`config.mk`:
```
export PLATFORM = sky130hd
export DESIGN_NAME = control_sequencer
export DESIGN_NICKNAME = d
export VERILOG_FILES = /design/src/rtl/control_sequencer_pkg.sv /design/src/rtl/control_sequencer_reg_select_decode.sv /design/src/rtl/control_sequencer.sv
export SDC_FILE = /design/constraint.sdc
export NUM_CORES = 1
export LEC_CHECK = 0
export ABC_AREA = 0
export ABC_CLOCK_PERIOD_IN_PS = 5100
export CORE_MARGIN = 2
export CORE_UTILIZATION = 25
export DETAILED_ROUTE_END_ITERATION = 10
export GPL_TIMING_DRIVEN = 0
export PLACE_DENSITY = 0.66
export SLEW_MARGIN = 30
export SYNTH_ARGS = -nofsm -noshare
export SYNTH_HDL_FRONTEND = slang
export SYNTH_SLANG_ARGS = --single-unit
export TNS_END_PERCENT = 20
```
`constraint.sdc`:
```
create_clock -name Clock -period 5.1 [get_ports Clock]
set_input_delay 1.02 -clock Clock [delete_from_list [all_inputs] [get_ports Clock]]
set_output_delay 1.02 -clock Clock [all_outputs]
set_load 0.02 [all_outputs]
```
`src/rtl/control_sequencer_pkg.sv`:
```
// Shared CPU control definitions: opcodes, IR field positions, sequencer states
// and the opcode classifier used by the hardwired control unit.
package cpu_defs;
   localparam int ALU_W     = 5;
   localparam int REG_IDX_W = 4;

   localparam int OP_HI = 31;
   localparam int OP_LO = 27;
   localparam int RA_HI = 26;
   localparam int RA_LO = 23;
   localparam int RB_HI = 22;
   localparam int RB_LO = 19;
   localparam int RC_HI = 18;
   localparam int RC_LO = 15;

   localparam logic [ALU_W-1:0] OP_ADD = 5'b00011;
   localparam logic [ALU_W-1:0] OP_SUB = 5'b00100;
   localparam logic [ALU_W-1:0] OP_AND = 5'b00101;
   localparam logic [ALU_W-1:0] OP_OR  = 5'b00110;
   localparam logic [ALU_W-1:0] OP_SHR = 5'b00111;
   localparam logic [ALU_W-1:0] OP_SHL = 5'b01000;
   localparam logic [ALU_W-1:0] OP_ROR = 5'b01001;
   localparam logic [ALU_W-1:0] OP_ROL = 5'b01010;
   localparam logic [ALU_W-1:0] OP_MUL = 5'b01111;
   localparam logic [ALU_W-1:0] OP_DIV = 5'b10000;
   localparam logic [ALU_W-1:0] OP_NEG = 5'b10001;
   localparam logic [ALU_W-1:0] OP_NOT = 5'b10010;

   typedef enum logic [3:0] {
      S_IDLE = 4'd0,
      S_T0   = 4'd1,
      S_T1   = 4'd2,
      S_T2   = 4'd3,
      S_T3   = 4'd4,
      S_T4   = 4'd5,
      S_T5   = 4'd6,
      S_T6   = 4'd7,
      S_T7   = 4'd8,
      S_HALT = 4'd9
   } state_t;

   typedef enum logic [1:0] {
      CLS_ALU3    = 2'd0,
      CLS_MULDIV  = 2'd1,
      CLS_UNARY   = 2'd2,
      CLS_ILLEGAL = 2'd3
   } op_class_t;

   function automatic op_class_t classify(input logic [ALU_W-1:0] op);
      op_class_t cls;
      case (op)
         OP_ADD, OP_SUB, OP_AND, OP_OR,
         OP_SHR, OP_SHL, OP_ROR, OP_ROL: cls = CLS_ALU3;
         OP_MUL, OP_DIV:                 cls = CLS_MULDIV;
         OP_NEG, OP_NOT:                 cls = CLS_UNARY;
         default:                        cls = CLS_ILLEGAL;
      endcase
      return cls;
   endfunction
endpackage

```
`src/rtl/control_sequencer_reg_select_decode.sv`:
```
// Register index to one-hot select decoder, used for the Rin and Rout buses.
module reg_select_decode
   import cpu_defs::*;
#(
   parameter int N = 16
) (
   input  logic [REG_IDX_W-1:0] i_idx,
   input  logic                 i_en,
   output logic [N-1:0]         o_sel
);

   // one-hot decode of the register index, all zero when disabled
   always_comb begin
      o_sel = '0;
      if (i_en) begin
         o_sel[i_idx] = 1'b1;
      end else begin
         o_sel = '0;
      end
   end

endmodule

```
`src/rtl/control_sequencer.sv`:
```
// Hardwired fetch/decode/execute sequencer for the phase-1 CPU datapath.
// Strobes are Moore outputs decoded from the registered state and the IR fields.
module control_sequencer
   import cpu_defs::*;
#(
   parameter int NUM_REGS = 16
) (
   input  logic                Clock,
   input  logic                Resetn,
   input  logic                Run,
   input  logic                MemReady,
   input  logic [31:0]         IR,
   output logic                PCout,
   output logic                ZLOout,
   output logic                ZHIout,
   output logic                MDRout,
   output logic                PCin,
   output logic                MARin,
   output logic                MDRin,
   output logic                IRin,
   output logic                Yin,
   output logic                Zin,
   output logic                HIin,
   output logic                LOin,
   output logic                IncrementPC,
   output logic                Read,
   output logic [NUM_REGS-1:0] Rin,
   output logic [NUM_REGS-1:0] Rout,
   output logic [ALU_W-1:0]    ALUControl,
   output logic                Done,
   output logic                Illegal
);

   state_t                 r_state;
   state_t                 w_next;
   state_t                 w_after;
   logic                   r_illegal;
   logic [ALU_W-1:0]       w_op;
   logic [REG_IDX_W-1:0]   w_ra;
   logic [REG_IDX_W-1:0]   w_rb;
   logic [REG_IDX_W-1:0]   w_rc;
   logic [REG_IDX_W-1:0]   w_rout_idx;
   logic                   w_rin_en;
   logic                   w_rout_en;
   op_class_t              w_cls;
   logic                   w_unused_ir;

   assign w_op        = IR[OP_HI:OP_LO];
   assign w_ra        = IR[RA_HI:RA_LO];
   assign w_rb        = IR[RB_HI:RB_LO];
   assign w_rc        = IR[RC_HI:RC_LO];
   assign w_cls       = classify(w_op);
   assign w_unused_ir = &{1'b0, IR[RC_LO-1:0]};
   assign Illegal     = r_illegal;

   // state register and sticky illegal flag, synchronous active-low reset
   always_ff @(posedge Clock) begin
      if (!Resetn) begin
         r_state   <= S_IDLE;
         r_illegal <= 1'b0;
      end else begin
         r_state <= w_next;
         if (r_state == S_T3 && w_cls == CLS_ILLEGAL) begin
            r_illegal <= 1'b1;
         end else begin
            r_illegal <= r_illegal;
         end
      end
   end

   // next-state: the instruction length depends on the opcode class
   always_comb begin
      w_after = Run ? S_T0 : S_IDLE;
      w_next  = r_state;
      case (r_state)
         S_IDLE: w_next = Run ? S_T0 : S_IDLE;
         S_T0:   w_next = S_T1;
         S_T1:   w_next = S_T2;
         S_T2:   w_next = MemReady ? S_T3 : S_T2;
         S_T3:   w_next = (w_cls == CLS_ILLEGAL) ? S_HALT : S_T4;
         S_T4:   w_next = S_T5;
         S_T5:   w_next = (w_cls == CLS_UNARY) ? w_after : S_T6;
         S_T6:   w_next = (w_cls == CLS_MULDIV) ? S_T7 : w_after;
         S_T7:   w_next = w_after;
         S_HALT: w_next = S_HALT;
         default: w_next = S_IDLE;
      endcase
   end

   // per-state strobe decode; only one bus driver is ever asserted
   always_comb begin
      PCout       = 1'b0;
      ZLOout      = 1'b0;
      ZHIout      = 1'b0;
      MDRout      = 1'b0;
      PCin        = 1'b0;
      MARin       = 1'b0;
      MDRin       = 1'b0;
      IRin        = 1'b0;
      Yin         = 1'b0;
      Zin         = 1'b0;
      HIin        = 1'b0;
      LOin        = 1'b0;
      IncrementPC = 1'b0;
      Read        = 1'b0;
      Done        = 1'b0;
      ALUControl  = 5'b00000;
      w_rin_en    = 1'b0;
      w_rout_en   = 1'b0;
      w_rout_idx  = w_rb;
      case (r_state)
         S_T0: begin
            PCout       = 1'b1;
            MARin       = 1'b1;
            IncrementPC = 1'b1;
            Zin         = 1'b1;
         end
         S_T1: begin
            ZLOout = 1'b1;
            PCin   = 1'b1;
         end
         S_T2: begin
            Read  = 1'b1;
            MDRin = 1'b1;
         end
         S_T3: begin
            MDRout = 1'b1;
            IRin   = 1'b1;
         end
         S_T4: begin
            w_rout_en = 1'b1;
            if (w_cls == CLS_UNARY) begin
               ALUControl = w_op;
               Zin        = 1'b1;
            end else begin
               Yin = 1'b1;
            end
         end
         S_T5: begin
            if (w_cls == CLS_UNARY) begin
               ZLOout   = 1'b1;
               w_rin_en = 1'b1;
               Done     = 1'b1;
            end else begin
               w_rout_en  = 1'b1;
               w_rout_idx = w_rc;
               ALUControl = w_op;
               Zin        = 1'b1;
            end
         end
         S_T6: begin
            ZLOout = 1'b1;
            if (w_cls == CLS_MULDIV) begin
               LOin = 1'b1;
            end else begin
               w_rin_en = 1'b1;
               Done     = 1'b1;
            end
         end
         S_T7: begin
            ZHIout = 1'b1;
            HIin   = 1'b1;
            Done   = 1'b1;
         end
         default: begin
            Done = 1'b0;
         end
      endcase
   end

   reg_select_decode #(.N(NUM_REGS)) u_rin_dec (
      .i_idx (w_ra),
      .i_en  (w_rin_en),
      .o_sel (Rin)
   );

   reg_select_decode #(.N(NUM_REGS)) u_rout_dec (
      .i_idx (w_rout_idx),
      .i_en  (w_rout_en),
      .o_sel (Rout)
   );

endmodule

```
After elaboration in Yosys (flattened, before gate mapping)
Memory sizes are Yosys's and may differ from the RTL's.
Index checks and enable logic that the tools add are counted.
- reductions and logical operators: 6
- mux-type cells: 33
- equality and inequality tests: 12
- magnitude comparators: 4
- operators by type and width (operator ; count):
    $pmux 4 s9 ; 1
    $mux 16 ; 2
    $eq 4x3->1 const B ; 4
    $mux 4 ; 4
    $mux 1 ; 14
    $lt 4x5->1 const B ; 2
    $mux 5 ; 2
    $pmux 5 s2 ; 1
    $demux 1 s4 ; 2
    $eq 4x2->1 const B ; 2
    $eq 4x4->1 const B ; 2
    $ge 4x1->1 const B ; 2
    $mux 3 ; 2
    $pmux 1 s2 ; 3
    $pmux 1 s3 ; 2
    $eq 2x2->1 const B ; 2
    $eq 4x1->1 const B ; 1
    $logic_not 4->1 ; 1
    $reduce_or 2->1 ; 2
    $logic_and 1x1->1 ; 3
    $eq 2x1->1 const B ; 1
- input port bits: 36
- logic and storage cells: 58
- output and inout bits: 53
- memories kept: 1
- memory bits (read-only): 64
- register bits after elaboration: 5
- memories (memory ; words ; width ; read ports ; clocked after Yosys merged registers in ; wr ports ; RTL line ; text):
    (no name shown) ; 32 ; 2 ; 1 ; 0 ; 0 ; control_sequencer_pkg.sv:51 ; case (op)

Longest topological paths before layout
An unclocked memory read counts as a cell.
- depth after elaboration: 9
- gate-level depth with buffers: 8
- depth with buffers taken out: 6

Hierarchy
Synthesis repeated with hierarchy kept, for this count alone.
- cells, all modules: 140
- area, all modules: 940.9 sq um
- modules (own cells, without submodules) (module ; times used ; area each (sq um) ; cells an instance):
    control_sequencer ; 1 ; 703.2 ; 94
    reg_select_decode at u_rin_dec ; 1 ; 120.1 ; 23
    reg_select_decode at u_rout_dec ; 1 ; 117.6 ; 23

Worst setup path before layout
Ideal clock, no wire load.
- path type: input to output
- from: input port IR[27]
- to: output port Rin[1]
- setup slack: 1.193 ns
- data required time: 4.080 ns
- stages on the path: 7
- arrival time: 2.887 ns
- cell sequence: inv_1 > ha_1 > nor4bb_1 > buf_2 > a21o_1 > o311ai_4 > nor4b_1
- cells in the longest elaborated chain, start to end: 5
- elaborated cells on any way between the ends: 7
- RTL lines (item ; RTL line ; text):
    start: declaration ; control_sequencer.sv:12 ; input logic [31:0] IR,
    $mem_v2 32x2 * ; n/a ;
    $eq 2x1->1 / $eq 2x2->1 (equally long branches) ; control_sequencer.sv:153, control_sequencer.sv:140 ;
    $mux 1, on equally long branches ; control_sequencer.sv:153, control_sequencer.sv:140 ;
    $pmux 1 s2 * ; control_sequencer.sv:111 ; case (r_state)
    $mux 16 * ; control_sequencer_reg_select_decode.sv:15 ; if (i_en) begin
    end: declaration ; control_sequencer.sv:27 ; output logic [NUM_REGS-1:0] Rin,
Mark *: on every way between the ends. The rest lies on a longest branch, timed or not.

Final worst setup path
- from: input port IR[27]
- to: output port Rin[2]
The elaborated chain is that of the path after synthesis.

==> key figures <==
Place
  – Gpl congestion: 0.831
  – Cell Area, Placed: 1840 µm²
  – IO Port Bufs: 73
  – Post-DP HPWL: 2.71 mm
  – Placed insts: 278

Critical path
  – Worst setup SP type: input pin
  – Worst path max stage delay: 0.64 ns
  – Highest fanout seen on the critical path: 10
  – Worst Path Buf+Inv: 5
  – Slowest CP cell: clkdlybuf4s50_1
  – Crit path DAT: 3.88 ns
  – Cells along the critical path: clkdlybuf4s50_1 -> inv_1 -> ha_1 -> nor4bb_1 -> buf_2 -> a21o_1 -> o311ai_4 -> buf_6 -> nor4_4 -> clkdlybuf4s50_1
  – Critical Path RT: 4.08 ns
  – Worst Path Class, Setup: in2out
  – Delay-heaviest family, CP: buffers and inverters
  – CP Capture Type: output pin
  – Most used cell along the critical path: clkdlybuf4s50_1

Drt
  – DRT Wirelength: 3.32 mm
  – DRC: 0
  – Via density: 4.71
  – Antenna Nets Post-Route: 0
  – Routed WL per cell: 11.7 µm
  – Via count: 1338
  – Drt first pass iters: 4
  – Initial DRC Count: 50

Timing
  – Period utilisation layout: 96.0%
  – Max-slew headroom: 59.4%
  – Measured slew at the worst slew-check pin: 0.605 ns
  – Finish-stage setup viols: 0
  – Minimum clock period: 4.90 ns
  – Worst hold slack: 0.462 ns
  – Max Slew Vio Count: 0
  – Total Negative Setup Slacks: 0 ns
  – Endpoints failing hold: 0
  – RSZ-0062 raised after global routing: false
  – Fmax: 0.204 GHz
  – Worst Skew: 0.000210 ns

Synth
  – Post-Syn Area: 1050 µm²
  – Yosys reg bits: 5
  – Post-synthesis async set-or-reset flop share: 0%
  – Synth warn: 0
  – Post-synth EDFFs: 0
  – Yosys top cell area share: 11.5%
  – Post-synth cell types: 47
  – Main area contributors after synthesis: nor2_1 (11%), dfxtp_1 (9.5%), nor3_1 (4.3%), and2_1 (4.2%), nand2_1 (3.9%)
  – Post-synthesis sequential area ratio: 9.55%
  – Synth Net Count: 194
  – Synth Flop Type: dfxtp_1
  – Post-synth top area cell: nor2_1
  – Synthesized area per cell: 6.76 µm²
  – Cells after Synth: 155

Clock network
  – Clk sinks: 5
  – CTS tree: built
  – CTS clock-pin slew for the worst setup and hold paths: 0.03 ns
  – TritonCTS Buffers: 3
  – Hold Buf Count CTS: 0
  – CTS max path bufs: 2
  – H-tree depth: 1
  – Clk Latency, worst-skew pair: 0.22 ns
  – Clock root cell: clkbuf_8

Floorplan
  – Core Box Area: 4030 µm²
  – Rows: 23
  – Die Y: 68.8 µm
  – Die area: 4730 µm²
  – Ports: 89
  – Die width: 68.8 µm
  – Starting Density: 26.0%

Power and ir drop
  – Pleak: 0.695 nW
  – Pwr/cell area: 123 nW/µm²
  – Worst vdd ir: 0.0725 mV

Run
  – Max-cap violations: 0

Cells and area
  – Non-filler cells, final: 284
  – Final Cell Area: 1910 µm²
  – Commonest non-fill, non-tap cell in the layout: clkdlybuf4s50_1
  – Fill count: 417
  – Area growth syn-to-layout: 82.6%
  – Layout cell share with drive strength beyond 1: 8.97%
  – Final nets: 274
  – Most frequent cells in the layout: clkdlybuf4s50_1 (73), nor2_1 (32), nand2_1 (11), inv_1 (10), nor3_1 (9)
  – N_diodes: 0

Global routing
  – Pin count of the biggest net entering global routing: 11
  – Overall Global Routing Usage: 13.6%
  – Vias in the first global route: 1136
  – First-pass GRT wire length: 5.03 mm
  – Initial antenna violation count: 0
  – Congestion Overflow GR: 0

Min path
  – Worst Hold Class: reg2reg

Run status
  – Status: completed
[through the flow]
step	setup WS (ns)	power [mW]	util (%)
3_5_place_dp	0.0880	0.164	45.7
6_report	0.205	0.236	47.5
4_1_cts	0.0855	0.239	46.8
3_3_place_gp	0.0854	0.164	45.7
5_1_grt	0.0105	0.252	47.5
2_1_floorplan	1.19	0.111	-
[repair_timing]
action                                  CTS  global route
setup buffers                             0             2
gates resized for setup                   0             0
endpoints found under the setup margin    0             4
[power breakdown]
group,leakage [nW],total [mW],switching [mW],internal (mW)
sequential,0.0408,0.0453,0.00293,0.0424
clock,0.0228,0.0719,0.0184,0.0536
combinational,0.632,0.118,0.0628,0.0556
[path summary, 6_finish.rpt]
kind | from | endpoint | slack [ns] | cells past startpoint
min reg2reg | Illegal | Illegal | 0.46 | 2
min | Illegal | Illegal | 0.46 | 2
max | IR[27] | Rin[2] | 0.20 | 10
max reg2reg | r_state[0] | r_state[0] | 3.53 | 6
[Yosys cell counts, types with 3 or more instances]
cell	count
nor2_1	32
nand2_1	11
inv_1	10
nor3_1	9
and2_1	7
nor2b_1	6
buf_4	5
dfxtp_1	5
nor4_1	5
a32oi_1	4
mux2i_1	4
nand2b_1	4
o21ai_1	4
clkbuf_1	3
ha_1	3
nand3_1	3
[cell families (layout without fill, tap and decap cells)]
logic type	Yosys count	in the layout	synth area share [%]
AOI/OAI and AO/OA	23	23	19.3
adders and majority gates	3	3	3.58
buffers and inverters	22	101	10.6
DFF	5	5	9.55
muxes	5	5	4.89
and+or+nand+nor	97	97	52.0
[area by class of cell]
class	instances	area, µm²	share of cell area (%)
Tap cell	50	62.6	3.27
Inverter	11	41.3	2.16
Buffer	11	70.1	3.66
Timing Repair Buffer	75	758	39.6
Multi-Input combinational cell	128	837	43.7
Sequential cell	5	100	5.23
Clock buffer	4	45.0	2.35
[routing by layer]
metal,track usage [%],up-vias,wire length (µm)
met5,0,-,0
met4,4.90,0,0
met3,2.44,0,269
met2,22.0,50,1540
met1,17.9,577,1520
li1,-,711,-
[registers in the layout, summed over array words and instances, names as in the netlist]
signal,flops
Illegal,1
r_state,4
[worst min-delay path, delay by kind of cell, from the launching register on]
kind | cells | cell delay [ns]
flip-flops | 1 | 0.32
AND/OR/NAND/NOR | 1 | 0.05
AO/OA/AOI/OAI | 1 | 0.05
Note: power is estimated with default switching activity, not from simulation.
